## src/rtl/arbiter_race_capture.sv

```systemverilog
`default_nettype none
// ============================================================================
// Module      : arbiter_race_capture
// Description : Arbiter-PUF race measurement. Launches an edge into two delay
//               chains, decides which synchronized chain output arrived first,
//               measures the arrival margin and reports the result over a
//               valid/ready handshake, then waits for both chains to settle.
// Revision    : 1.0 - initial release
// ============================================================================
module arbiter_race_capture #(
    parameter int CNT_W   = 8,
    parameter int TIMEOUT = 200,
    parameter int SETTLE  = 4
) (
    input  logic             clk,
    input  logic             rst_n,
    input  logic             start,
    input  logic             path_a,
    input  logic             path_b,
    output logic             launch,
    output logic             busy,
    output logic             resp_valid,
    input  logic             resp_ready,
    output logic             resp_bit,
    output logic             resp_tie,
    output logic             resp_timeout,
    output logic [CNT_W-1:0] resp_margin
);

    localparam int RC_W = $clog2(TIMEOUT + 1);
    localparam int SC_W = $clog2(SETTLE + 1);

    typedef enum logic [1:0] {
        IDLE    = 2'd0,
        RACE    = 2'd1,
        RELEASE = 2'd2,
        REPORT  = 2'd3
    } state_t;

    state_t state, state_nx;

    logic a_s1, a_s2, b_s1, b_s2;
    logic flag_a, flag_b, win_a, tie, tmo, launch_r;
    logic [RC_W-1:0]  phase_cnt;
    logic [SC_W-1:0]  settle_cnt;
    logic [CNT_W-1:0] margin;

    // Arrival seen either from an earlier cycle (sticky flag) or right now.
    logic seen_a, seen_b, first_now, both_seen, phase_last, paths_low, settle_done;
    assign seen_a      = flag_a | a_s2;
    assign seen_b      = flag_b | b_s2;
    assign first_now   = !flag_a && !flag_b && (a_s2 || b_s2);
    assign both_seen   = seen_a && seen_b;
    assign phase_last  = (phase_cnt == RC_W'(TIMEOUT - 1));
    assign paths_low   = !a_s2 && !b_s2;
    assign settle_done = paths_low && (settle_cnt == SC_W'(SETTLE - 1));

    // Identical two-stage synchronizers so both chains see equal latency.
    always_ff @(posedge clk or negedge rst_n) begin
        if (!rst_n) begin
            a_s1 <= 1'b0;
            a_s2 <= 1'b0;
            b_s1 <= 1'b0;
            b_s2 <= 1'b0;
        end else begin
            a_s1 <= path_a;
            a_s2 <= a_s1;
            b_s1 <= path_b;
            b_s2 <= b_s1;
        end
    end

    // State register.
    always_ff @(posedge clk or negedge rst_n) begin
        if (!rst_n) state <= IDLE;
        else        state <= state_nx;
    end

    // Next-state decode.
    always_comb begin
        state_nx = state;
        case (state)
            IDLE:    if (start) state_nx = RACE;
            RACE:    if (both_seen || phase_last) state_nx = RELEASE;
            RELEASE: if (settle_done || phase_last) state_nx = REPORT;
            REPORT:  if (resp_ready) state_nx = IDLE;
            default: state_nx = IDLE;
        endcase
    end

    // Race bookkeeping: launch, arrival flags, winner, margin, phase counters.
    always_ff @(posedge clk or negedge rst_n) begin
        if (!rst_n) begin
            launch_r   <= 1'b0;
            flag_a     <= 1'b0;
            flag_b     <= 1'b0;
            win_a      <= 1'b0;
            tie        <= 1'b0;
            tmo        <= 1'b0;
            margin     <= '0;
            phase_cnt  <= '0;
            settle_cnt <= '0;
        end else begin
            case (state)
                IDLE: begin
                    if (start) begin
                        launch_r   <= 1'b1;
                        flag_a     <= 1'b0;
                        flag_b     <= 1'b0;
                        win_a      <= 1'b0;
                        tie        <= 1'b0;
                        tmo        <= 1'b0;
                        margin     <= '0;
                        phase_cnt  <= '0;
                        settle_cnt <= '0;
                    end
                end
                RACE: begin
                    flag_a <= seen_a;
                    flag_b <= seen_b;
                    if (first_now) begin
                        win_a <= a_s2 && !b_s2;
                        tie   <= a_s2 && b_s2;
                    end
                    // Count every cycle in which exactly one chain has arrived.
                    if ((seen_a ^ seen_b) && (margin != {CNT_W{1'b1}}))
                        margin <= margin + CNT_W'(1);
                    if (both_seen || phase_last) begin
                        launch_r   <= 1'b0;
                        phase_cnt  <= '0;
                        settle_cnt <= '0;
                        if (!both_seen) tmo <= 1'b1;
                    end else begin
                        phase_cnt <= phase_cnt + RC_W'(1);
                    end
                end
                RELEASE: begin
                    settle_cnt <= paths_low ? settle_cnt + SC_W'(1) : '0;
                    phase_cnt  <= phase_cnt + RC_W'(1);
                    if (phase_last && !settle_done) tmo <= 1'b1;
                end
                REPORT: begin
                    if (resp_ready) begin
                        flag_a <= 1'b0;
                        flag_b <= 1'b0;
                        win_a  <= 1'b0;
                        tie    <= 1'b0;
                        tmo    <= 1'b0;
                        margin <= '0;
                    end
                end
                default: launch_r <= 1'b0;
            endcase
        end
    end

    assign launch       = launch_r;
    assign busy         = (state != IDLE);
    assign resp_valid   = (state == REPORT);
    assign resp_bit     = resp_valid && win_a;
    assign resp_tie     = resp_valid && tie;
    assign resp_timeout = resp_valid && tmo;
    assign resp_margin  = resp_valid ? margin : '0;

endmodule
`default_nettype wire

```

## config.mk

```make
export PLATFORM = sky130hd
export DESIGN_NAME = arbiter_race_capture
export DESIGN_NICKNAME = d
export VERILOG_FILES = /design/src/rtl/arbiter_race_capture.sv
export SDC_FILE = /design/constraint.sdc
export NUM_CORES = 1
export LEC_CHECK = 0
export CAP_MARGIN = 20
export CORE_ASPECT_RATIO = 0.6
export CORE_MARGIN = 8
export CORE_UTILIZATION = 30
export DETAILED_ROUTE_END_ITERATION = 6
export GPL_ROUTABILITY_DRIVEN = 0
export PLACE_DENSITY_LB_ADDON = 0.15
export SYNTH_ARGS = -nofsm -noshare
export SYNTH_HDL_FRONTEND = slang
export SYNTH_SLANG_ARGS = --single-unit
```

## constraint.sdc

```tcl
create_clock -name clk -period 2.3 [get_ports clk]
set_input_delay 0.46 -clock clk [delete_from_list [all_inputs] [get_ports clk]]
set_output_delay 0.46 -clock clk [all_outputs]
set_load 0.02 [all_outputs]
```

; ---- Word level (Yosys, flattened, before mapping)
; Index checks and enable logic that the tools add are counted.
[op_classes]
n_reduce_logical = 33
n_mux = 31
n_eq_ne = 14
add_sub_neg = 3
bitwise = 3
[op_table]
columns = cell, count
row1 = 8-bit case mux with 3 select lines, 2
row2 = 8-bit two-way mux, 5
row3 = "8-bit by 1-bit adder with 8-bit output, second input constant", 2
row4 = "2-bit inequality test, second input constant", 7
row5 = 1-bit logical AND, 12
row6 = 1-bit case mux with 3 select lines, 4
row7 = 4-bit AND reduction, 3
row8 = 1-bit two-way mux, 9
row9 = 3-bit two-way mux, 3
row10 = 3-bit case mux with 3 select lines, 1
row11 = 3-bit AND reduction, 3
row12 = "8-bit equality test, second input constant", 1
row13 = 2-bit two-way mux, 4
row14 = "8-bit inequality test, second input constant", 1
row15 = 2-bit case mux with 4 select lines, 1
row16 = 3-bit nonzero test, 2
row17 = 1-bit zero test, 5
row18 = 5-bit AND reduction, 1
row19 = "2-bit equality test, second input constant", 2
row20 = 1-bit case mux with 4 select lines, 1
row21 = 2-bit nonzero test, 2
row22 = "3-bit by 1-bit adder with 3-bit output, second input constant", 1
row23 = "3-bit by 2-bit equality test with 1-bit output, second input constant", 1
row24 = 1-bit logical OR, 3
row25 = other kinds (7), 8
[word_totals]
ff_bits = 31
out_inout_bits = 14
elab_cells = 98
in_bits = 6

; ---- Depth between registers and ports, before layout
; Gate-level depths: netlist of run 1.
[depth]
ltp_word = 7
depth_mapped = 8
ltp_nobuf = 6

; ---- Least setup slack after synthesis of run 1
; OpenSTA, ideal clock, no wires.
[synth_timing]
kind = reg2reg
startpoint = reg state[0]
endpoint = reg margin[0]
t_required_ns = 2.172
setup_slack_ns = 0.306
setup_time_ns = 0.128
t_arrival_ns = 1.866
path_buffers = 2
synth_period_minus_slack_ns = 1.994
stages_incl_launch_ff = 9
cell_sequence = dfrtp_1 inv_1 ha_1 nor2b_1 a21o_1 clkbuf_1 a21o_1 buf_2 mux2_1
[synth_via]
elab_chain_len = 3
elab_cells_between_ends = 9
classes_between = eq/ne: 5 / mux: 1 / reduce/logical: 3
[synth_rtl]
columns = element, line
row1 = from (decl), 40  ; state_t state, state_nx;
row2 = from (signal assigned), 76  ; else state <= state_nx;
row3 = "2-bit by 1-bit equality test with 1-bit output, or another cell as far along", 104  ; case (state)
row4 = "2-bit inequality test (no line), or another cell as far along", -
row5 = 4-bit AND reduction (no line), -
row6 = to (signal assigned), 127  ; margin <= margin + CNT_W'(1);
row7 = to (decl), 46  ; logic [CNT_W-1:0] margin;
; Parallel ways exist; a longest one is shown, timed or not.
; A chain may end at the register's enable or synchronous reset.

; ---- Worst setup path in the final report of run 1
[layout_timing]
startpoint = reg state[1]
endpoint = out resp_bit
[layout_via]
elab_chain_len = 2
[layout_rtl]
columns = element, line
row1 = 2-bit equality test, 159  ; assign resp_valid = (state == REPORT);
row2 = 1-bit logical AND, 160  ; assign resp_bit = resp_valid && win_a;
row3 = to (decl), 24  ; output logic resp_bit,
; No other way between the ends.

==> results.cfg, run 1 <==
[sta]
fin_skew_ns = 0.0106
slew-limit-headroom = 0.732
fmax_ghz = 0.459
worstMarginPinSlew_ns = 0.403
fin_crit_ns = 2.18
rsz0062_at_grt = no
timing.final.crit_share = 0.947
tns_ns = 0
drv_slew = 0
final-hold-violation-count = 0
setup_viol = 0

[power]
p_seq_frac = 0.325
total_power_uw = 2350
comb_power_share = 0.493
ir_drop_mv = 0.326
p_clk_frac = 0.182
p_per_area_nw_per_um2 = 1070
swShare = 0.413
switching_power_uw = 969
intPower_uw = 1380
p_leak_uw = 0.000917

[clock_network]
cts_setup_buffers = 0
numClockSinks = 31
root_buffer = clkbuf_8
cts_inserted_buffers = 5
clk_pin_slew_ns = 0.07
clk_path_buf_depth = 2
cts_tree = done
clk_latency_ns = 0.29
htree_levels = 2

[placed_design]
place.port_buffers = 19
place_area_um2 = 2080
dp_hpwl_mm = 3.04

[floorplan]
die_h_um = 75.2
core_area_um2 = 5600
rows = 21
initial_core_util = 0.313
die_area_um2 = 8630
num_io_pins = 20
fp.dieW_um = 115

[setup_path]
end_kind = output port
critical_path_class = reg -> out
crit_fanout = 14
worstPathArrival_ns = 1.72
startpoint_type = flip-flop
cp.required_ns = 1.84
r2r_cells = 6

[yosys]
ys_ff_latch = 31
yosysUniqueCellTypes = 40
yosysMostFrequentCell = dfrtp_1
ys.flop_type = dfrtp_1
yosysTopAreaCellShare = 0.443
syn_inst = 180
syn-num-nets = 197
netlist_area_um2 = 1750
synth-async-reset-ratio = 1.00
yosysWarnings = 0
synth_top_cells_by_count = dfrtp_1 (31), nand2_1 (15), and2_1 (12)
synthTopCellsByArea = dfrtp_1 (44%), ha_1 (7.9%), and2_1 (4.3%)
synth_edf_count = 0
synth.avg_cell_area_um2 = 9.74
yosysTopAreaCell = dfrtp_1
ys_seq_area_frac = 0.443

[cells_and_area]
area_growth_pct = 24.7
fill_cells = 588
antenna_cells = 0
final_layout_size_suffix_gt1_frac = 0.134
fin_area_um2 = 2190
seq_area_um2 = 778
multiInputGateArea_um2 = 932
final_nets = 225

[route]
drt_iter0_drc = 85
firstDrtPassIters = 4
detail_route.vias_per_cell = 4.90
drc_errors = 0
wl_per_cell_um = 14.0
drt-total-wl_mm = 4.06
drt.antenna.violating_nets = 0
dr_total_vias = 1416

[hold_path]
min_path_type = reg -> reg
whs_path_depth = 0

[outcome]
status = finished clean

[grt]
grt_overflow = 0
grt_pass1_vias = 1444
antenna_found_initial = 0
grt_max_degree = 32
track_usage = 0.105
grt_pass1_wl_mm = 7.04

[job]
drv_cap = 0
==> layout by cell type (no fill, tap or decap), types with 2 or more instances in the layout <==
cell / n
dfrtp_1: 29
clkdlybuf4s50_1: 18
nand2_1: 15
and2_1: 12
nor2_1: 10
o21ai_0: 10
ha_1: 10
inv_1: 9
a21oi_1: 9
buf_4: 8
nand3_1: 6
xnor2_1: 6
mux2_1: 5
nor4_1: 5
o22a_1: 5
clkbuf_8: 5
nor3_1: 4
or2_2: 3
mux2_2: 3
nand4_1: 3
and3_1: 2
nor2b_1: 2
or3_1: 2
a21o_1: 2
nor4b_1: 2
mux2i_1: 2
a31oi_1: 2
clkinvlp_4: 2
dfrtp_2: 2
==> power groups by stage <==
stage | registers (uW) | clock network, uW | logic [uW]
2_1_floorplan | 743 | 0 | 766
3_3_place_gp | 747 | 0 | 1140
3_5_place_dp | 759 | 0 | 1150
4_1_cts | 757 | 446 | 1170
5_1_grt | 784 | 472 | 1300
6_report | 762 | 427 | 1160
==> through the flow <==
step / hold slack, ns / cells / setup WS (ns) / util
3_5_place_dp: 0.342 / 281 / 0.120 / 0.372
5_1_grt: 0.380 / 289 / 0.0227 / 0.391
2_1_floorplan: 0.164 / 180 / 0.306 / -
3_3_place_gp: 0.334 / 281 / 0.189 / 0.372
4_1_cts: 0.360 / 289 / 0.0426 / 0.390
6_report: 0.362 / 289 / 0.123 / 0.391
==> final timing paths <==
path / to / start / slack [ns]
worst max-delay path: resp_bit / state[1] / 0.12
worst min-delay path: a_s2 / a_s1 / 0.36
worst max register to register: tmo / settle_cnt[0] / 0.18
worst min register to register: a_s2 / a_s1 / 0.36
max in group asynchronous: state[0] / rst_n / 1.42
min in group asynchronous: win_a / rst_n / 0.56
==> flip-flops by register name, indices dropped and copies added (netlist names), 2 cells and up <==
name        flops
phase_cnt       8
settle_cnt      3
state           2
margin          8
==> routing by layer <==
metal	vias up	wire (um)	GRT usage
met5	-	0	0
met4	0	29	0.0351
met3	4	273	0.0360
met2	42	1630	0.153
met1	677	2120	0.141
li1	693	-	-
==> cell families after synthesis <==
logic type | Yosys count | share of synthesized area
multiplexers | 10 | 0.0628
buffers and inverters | 15 | 0.0328
AND/OR/NAND/NOR | 72 | 0.225
adder cells (fa/ha/maj) | 11 | 0.0785
AO/OA/AOI/OAI | 35 | 0.128
flip-flops | 31 | 0.443
XOR/XNOR | 6 | 0.0300
==> critical path, stage by stage (launching register included) <==
cell             delay, ns
dfrtp_2               0.44
ha_4                  0.23
and2_1                0.15
clkdlybuf4s50_1       0.60
==> area by class of cell <==
cell class	instances	area share
inverters	9	0.0155
well taps	80	0.0458
flip-flops and latches	31	0.356
multi-input cells	134	0.426
repair buffers	27	0.116
clock inverters	3	0.00916
clock buffers	5	0.0315
==> what timing repair did <==
item	in CTS	in global routing
hold endpoints to repair	0	0
gates cloned	0	0
setup endpoints to repair	12	12
gates resized for setup	2	3
hold buffers	0	0
Note: power is estimated with default switching activity, not from simulation.
==> inputs of run 2 (changes only) <==
--- a/config.mk
+++ b/config.mk
@@ -8,9 +8,10 @@
 export CAP_MARGIN = 20
 export CORE_ASPECT_RATIO = 0.6
 export CORE_MARGIN = 8
-export CORE_UTILIZATION = 30
+export CORE_UTILIZATION = 35
 export DETAILED_ROUTE_END_ITERATION = 6
 export GPL_ROUTABILITY_DRIVEN = 0
+export HOLD_SLACK_MARGIN = 0.06
 export PLACE_DENSITY_LB_ADDON = 0.15
 export SYNTH_ARGS = -nofsm -noshare
 export SYNTH_HDL_FRONTEND = slang
==> results.cfg, run 2 (synthesis results as in run 1) <==
[outcome]
status = finished clean

[grt]
grt_overflow = 0
track_usage = 0.117
grt_pass1_wl_mm = 7.09
antenna_found_initial = 0
grt_max_degree = 32
grt_pass1_vias = 1423

[cells_and_area]
fin_area_um2 = 2190
seq_area_um2 = 777
antenna_cells = 0
fin_util = 0.442
layout_commonest_cell = dfrtp_1
final_layout_size_suffix_gt1_frac = 0.125
multiInputGateArea_um2 = 932
layout_common_cells = dfrtp_1 (30), clkdlybuf4s50_1 (18), nand2_1 (15)
final_cells = 274
final_nets = 224
reg_top3 = margin x8, phase_cnt x8, settle_cnt x3
fill_cells = 475
area_growth_pct = 24.8

[sta]
rsz0062_at_grt = no
worstMarginPinSlew_ns = 0.427
fin_crit_ns = 2.22
tns_ns = 0
setup_viol = 0
timing.final.crit_share = 0.964
fmax_ghz = 0.451
fin_skew_ns = 0.00348
slew-limit-headroom = 0.713
final-hold-violation-count = 0
drv_slew = 0

[floorplan]
core_area_um2 = 4950
fp.dieW_um = 107
die_h_um = 70.8
rows = 20
initial_core_util = 0.354
die_area_um2 = 7600
num_io_pins = 20

[route]
drt.antenna.violating_nets = 0
wl_met1_mm = 2.21
met3WireLength_um = 250
drc_errors = 0
firstDrtPassIters = 4
drt-total-wl_mm = 4.26
dr_total_vias = 1448
drt_iter0_drc = 70
dr_wl_met2_mm = 1.76
wl_per_cell_um = 15.6
top_layer_used = met4
detail_route.vias_per_cell = 5.28

[power]
p_seq_frac = 0.305
p_leak_uw = 0.000934
intPower_uw = 1520
swShare = 0.395
comb_power_share = 0.471
ir_drop_mv = 0.412
p_per_area_nw_per_um2 = 1150
switching_power_uw = 991
p_clk_frac = 0.224

[clock_network]
cts_inserted_buffers = 5
htree_levels = 2
clk_latency_ns = 0.28
numClockSinks = 31
root_buffer = clkbuf_8
clk_path_buf_depth = 2
clk_pin_slew_ns = 0.07
cts_setup_buffers = 0
cts_tree = done

[placed_design]
dp_cells = 266
place.port_buffers = 19
place_area_um2 = 2050
dp_hpwl_mm = 3.09

[setup_path]
crit_start = state[0]
worstPathArrival_ns = 1.76
cp.required_ns = 1.84
crit_slowest_cell = clkdlybuf4s50_1
end_kind = output port
timing.rr.start = state[1]
cpPeakStageDelay_ns = 0.61
path_cells = ha_4 > and2_1 > clkdlybuf4s50_1
critical_path_class = reg -> out
crit_fanout = 14
startpoint_type = flip-flop

[hold_path]
min_path_type = reg -> reg
hp-start = a_s1

[job]
drv_cap = 0
## run 2: cell types whose count changed in the layout (fill, tap and decap cells not counted)
cell and delta:
clkinvlp_4 -2, buf_4 -1, bufinv_16 +1, clkbuf_8 +1, dfrtp_1 +1, dfrtp_2 -1
## run 2: path summary, 6_finish.rpt
| check | to | slack (ns) | cells past startpoint |
|---|---|---|---|
| max | resp_margin[0] | 0.08 | 3 |
| min reg2reg | a_s2 | 0.35 | 0 |
| min | a_s2 | 0.35 | 0 |
| min in group asynchronous | margin[1] | 0.57 | 2 |
| max reg2reg | state[1] | 0.15 | 6 |
| max in group asynchronous | state[1] | 1.40 | 2 |
## run 2: cell type report
class | count | area share
clock buffers | 6 | 0.0377
clock inverters | 2 | 0.0160
inverters | 9 | 0.0154
multi-input cells | 134 | 0.426
flip-flops and latches | 31 | 0.355
well taps | 66 | 0.0377
repair buffers | 26 | 0.112
## run 2: power groups by stage
stage	clock network, uW	registers, uW	logic, uW
after detailed placement	0	760	1150
after global routing	590	778	1310
after floorplan	0	743	766
final	560	765	1180
after CTS	570	759	1180
after global placement	0	750	1120
## run 2: stage by stage
step	setup WS (ns)	total power, uW	hold slack, ns
6_report	0.0837	2510	0.349
4_1_cts	0.0344	2510	0.350
5_1_grt	0.00442	2670	0.376
3_5_place_dp	0.102	1910	0.340
2_1_floorplan	0.306	1510	0.164
3_3_place_gp	0.203	1870	0.336
## run 2: repair_timing
item                                    in CTS  in global routing
hold buffers                                 0                  0
pin swaps                                    0                  0
gates resized for setup                      2                  2
endpoints found under the setup margin      12                  7
## run 2: layer usage
layer | up-vias | GRT usage
met5 | - | 0
met4 | 0 | 0.0382
met3 | 4 | 0.0390
met2 | 35 | 0.165
met1 | 718 | 0.163
li1 | 691 | -
## run 2: critical path: cells and delay by family (launching register included)
kind,cells,cell delay [ns]
buffers and inverters,1,0.61
AND/OR/NAND/NOR,1,0.15
flip-flops,1,0.46
adder cells (fa/ha/maj),1,0.25
==> inputs of run 3 (changes only) <==
--- a/config.mk
+++ b/config.mk
@@ -5,6 +5,7 @@
 export SDC_FILE = /design/constraint.sdc
 export NUM_CORES = 1
 export LEC_CHECK = 0
+export ABC_AREA = 1
 export CAP_MARGIN = 20
 export CORE_ASPECT_RATIO = 0.6
 export CORE_MARGIN = 8
==> results.cfg, run 3 <==
[floorplan]
initial_core_util = 0.359
die_h_um = 71.7
rows = 20
die_area_um2 = 7800
fp.dieW_um = 109
num_io_pins = 20
core_area_um2 = 5030

[placed_design]
place.port_buffers = 19
dp_cells = 317
dp_hpwl_mm = 2.94

[yosys]
synthTopCellsByArea = dfrtp_1 (43%), nand2_1 (12%), ha_1 (7.6%)
synth_edf_count = 0
netlist_area_um2 = 1810
ys_ff_latch = 31
ys.flop_type = dfrtp_1
synth.avg_cell_area_um2 = 7.79
syn-num-nets = 249
yosysMostFrequentCell = nand2_1
ys_seq_area_frac = 0.429
yosysUniqueCellTypes = 27
yosysTopAreaCellShare = 0.429
yosysTopAreaCell = dfrtp_1
syn_inst = 232
synth-async-reset-ratio = 1.00
yosysWarnings = 0
synth_top_cells_by_count = nand2_1 (57), inv_1 (34), dfrtp_1 (31)

[cells_and_area]
final_nets = 275
reg_top3 = margin x8, phase_cnt x8, settle_cnt x3
layout_common_cells = nand2_1 (57), inv_1 (34), dfrtp_1 (30)
final_layout_size_suffix_gt1_frac = 0.108
area_growth_pct = 22.1
fill_cells = 514
layout_commonest_cell = nand2_1
final_cells = 325
antenna_cells = 0

[setup_path]
path_cells = ha_1 > buf_4 > clkdlybuf4s50_1
startpoint_type = flip-flop
crit_family = buffers and inverters
end_kind = output port
ff2ff_setup_slack_ns = 0.59
r2r_cells = 9
worstPathArrival_ns = 1.71
cpPeakStageDelay_ns = 0.63
cp.required_ns = 1.84
critical_path_class = reg -> out
crit_fanout = 13
cp_num_buf_inv = 2
crit_slowest_cell = clkdlybuf4s50_1
r2r-end = phase_cnt[4]
timing.rr.start = state[0]

[clock_network]
cts_inserted_buffers = 5
clk_latency_ns = 0.28
clk_pin_slew_ns = 0.07
clk_path_buf_depth = 2
htree_levels = 2
cts_tree = done
root_buffer = clkbuf_8
numClockSinks = 31

[grt]
grt_pass1_vias = 1414
grt_overflow = 0
grt_max_degree = 32
track_usage = 0.116
antenna_found_initial = 0
grt_pass1_wl_mm = 7.04

[route]
dr_total_vias = 1474
drt_iter0_drc = 65
detail_route.vias_per_cell = 4.54
drt.antenna.violating_nets = 0
drt-total-wl_mm = 4.01
drc_errors = 0
wl_per_cell_um = 12.3
firstDrtPassIters = 4

[sta]
slew-limit-headroom = 0.732
final-hold-violation-count = 0
drv_slew = 0
tns_ns = 0
fin_crit_ns = 2.17
timing.final.crit_share = 0.944
worstMarginPinSlew_ns = 0.402
rsz0062_at_grt = no
fin_skew_ns = 0.00367
fmax_ghz = 0.461
setup_viol = 0

[hold_path]
whs_path_depth = 0
min_to = a_s2
min_path_type = reg -> reg
hp-start = a_s1

[outcome]
status = finished clean

[power]
ir_drop_mv = 0.362
p_per_area_nw_per_um2 = 1050
p_leak_uw = 0.00123

[job]
drv_cap = 0
-- run 3: cell count changes after synthesis, sizes merged, moves of 5 or more --
cell	delta
and2	-12
inv	+27
mux2	-8
nand2	+48
nand3	+11
nor2	+10
nor4	-5
o21ai	+17
o22a	-5
xnor2	-5
-- run 3: cells by family (layout without fill, tap and decap cells) --
group                      after synthesis  after routing  synth area share
adders and majority gates               11             11            0.0761
and+or+nand+nor                        109            109             0.269
DFF                                     31             31             0.429
buffers and inverters                   39             66            0.0851
xor gates and xnor gates                 4              4            0.0194
AOI/OAI and AO/OA                       38             38             0.121
-- run 3: power breakdown --
part | internal, uW | switching [uW] | total [uW]
clock | 273 | 206 | 479
sequential | 654 | 83.7 | 738
combinational | 370 | 740 | 1110
total | 1300 | 1030 | 2330
-- run 3: worst max path at each step --
| stage | start | end | cells after the start |
|---|---|---|---|
| after detailed placement | state[1] | resp_margin[2] | 5 |
| after global routing | state[0] | resp_valid | 3 |
| after global placement | state[1] | resp_bit | 5 |
| after floorplan | state[1] | resp_bit | 4 |
| after CTS | state[1] | resp_margin[3] | 5 |
| final | state[0] | resp_valid | 3 |
-- run 3: cell type report --
cell class	count	area (um^2)	area share
clock buffer	8	100	0.0453
inverter	36	135	0.0612
multi-input combinational	162	878	0.398
sequential	31	777	0.352
tap	66	82.6	0.0374
timing repair buffer	22	235	0.107
-- run 3: stage by stage --
step,power (uW),util,worst slack (ns),hold slack (ns),cell area (um^2)
floorplan,1570,-,0.599,0.164,1810
global placement,1860,0.414,0.355,0.332,2080
detailed placement,1860,0.414,0.310,0.338,2080
CTS,2350,0.434,0.00472,0.353,2180
global route,2550,0.439,0.0434,0.369,2210
finish,2330,0.439,0.130,0.350,2210
-- run 3: repair_timing --
action,4_1_cts,5_1_grt
setup buffers,0,0
setup endpoints to repair,2,10
gates resized for setup,2,11
hold buffers,0,0
-- run 3: layer usage --
layer  global-route usage  wire length, um  vias up
li1                     -                -      785
met1                0.182             2360      652
met2                0.134             1370       32
met3               0.0457              239        5
met4               0.0362               40        0
met5                    0                0        -
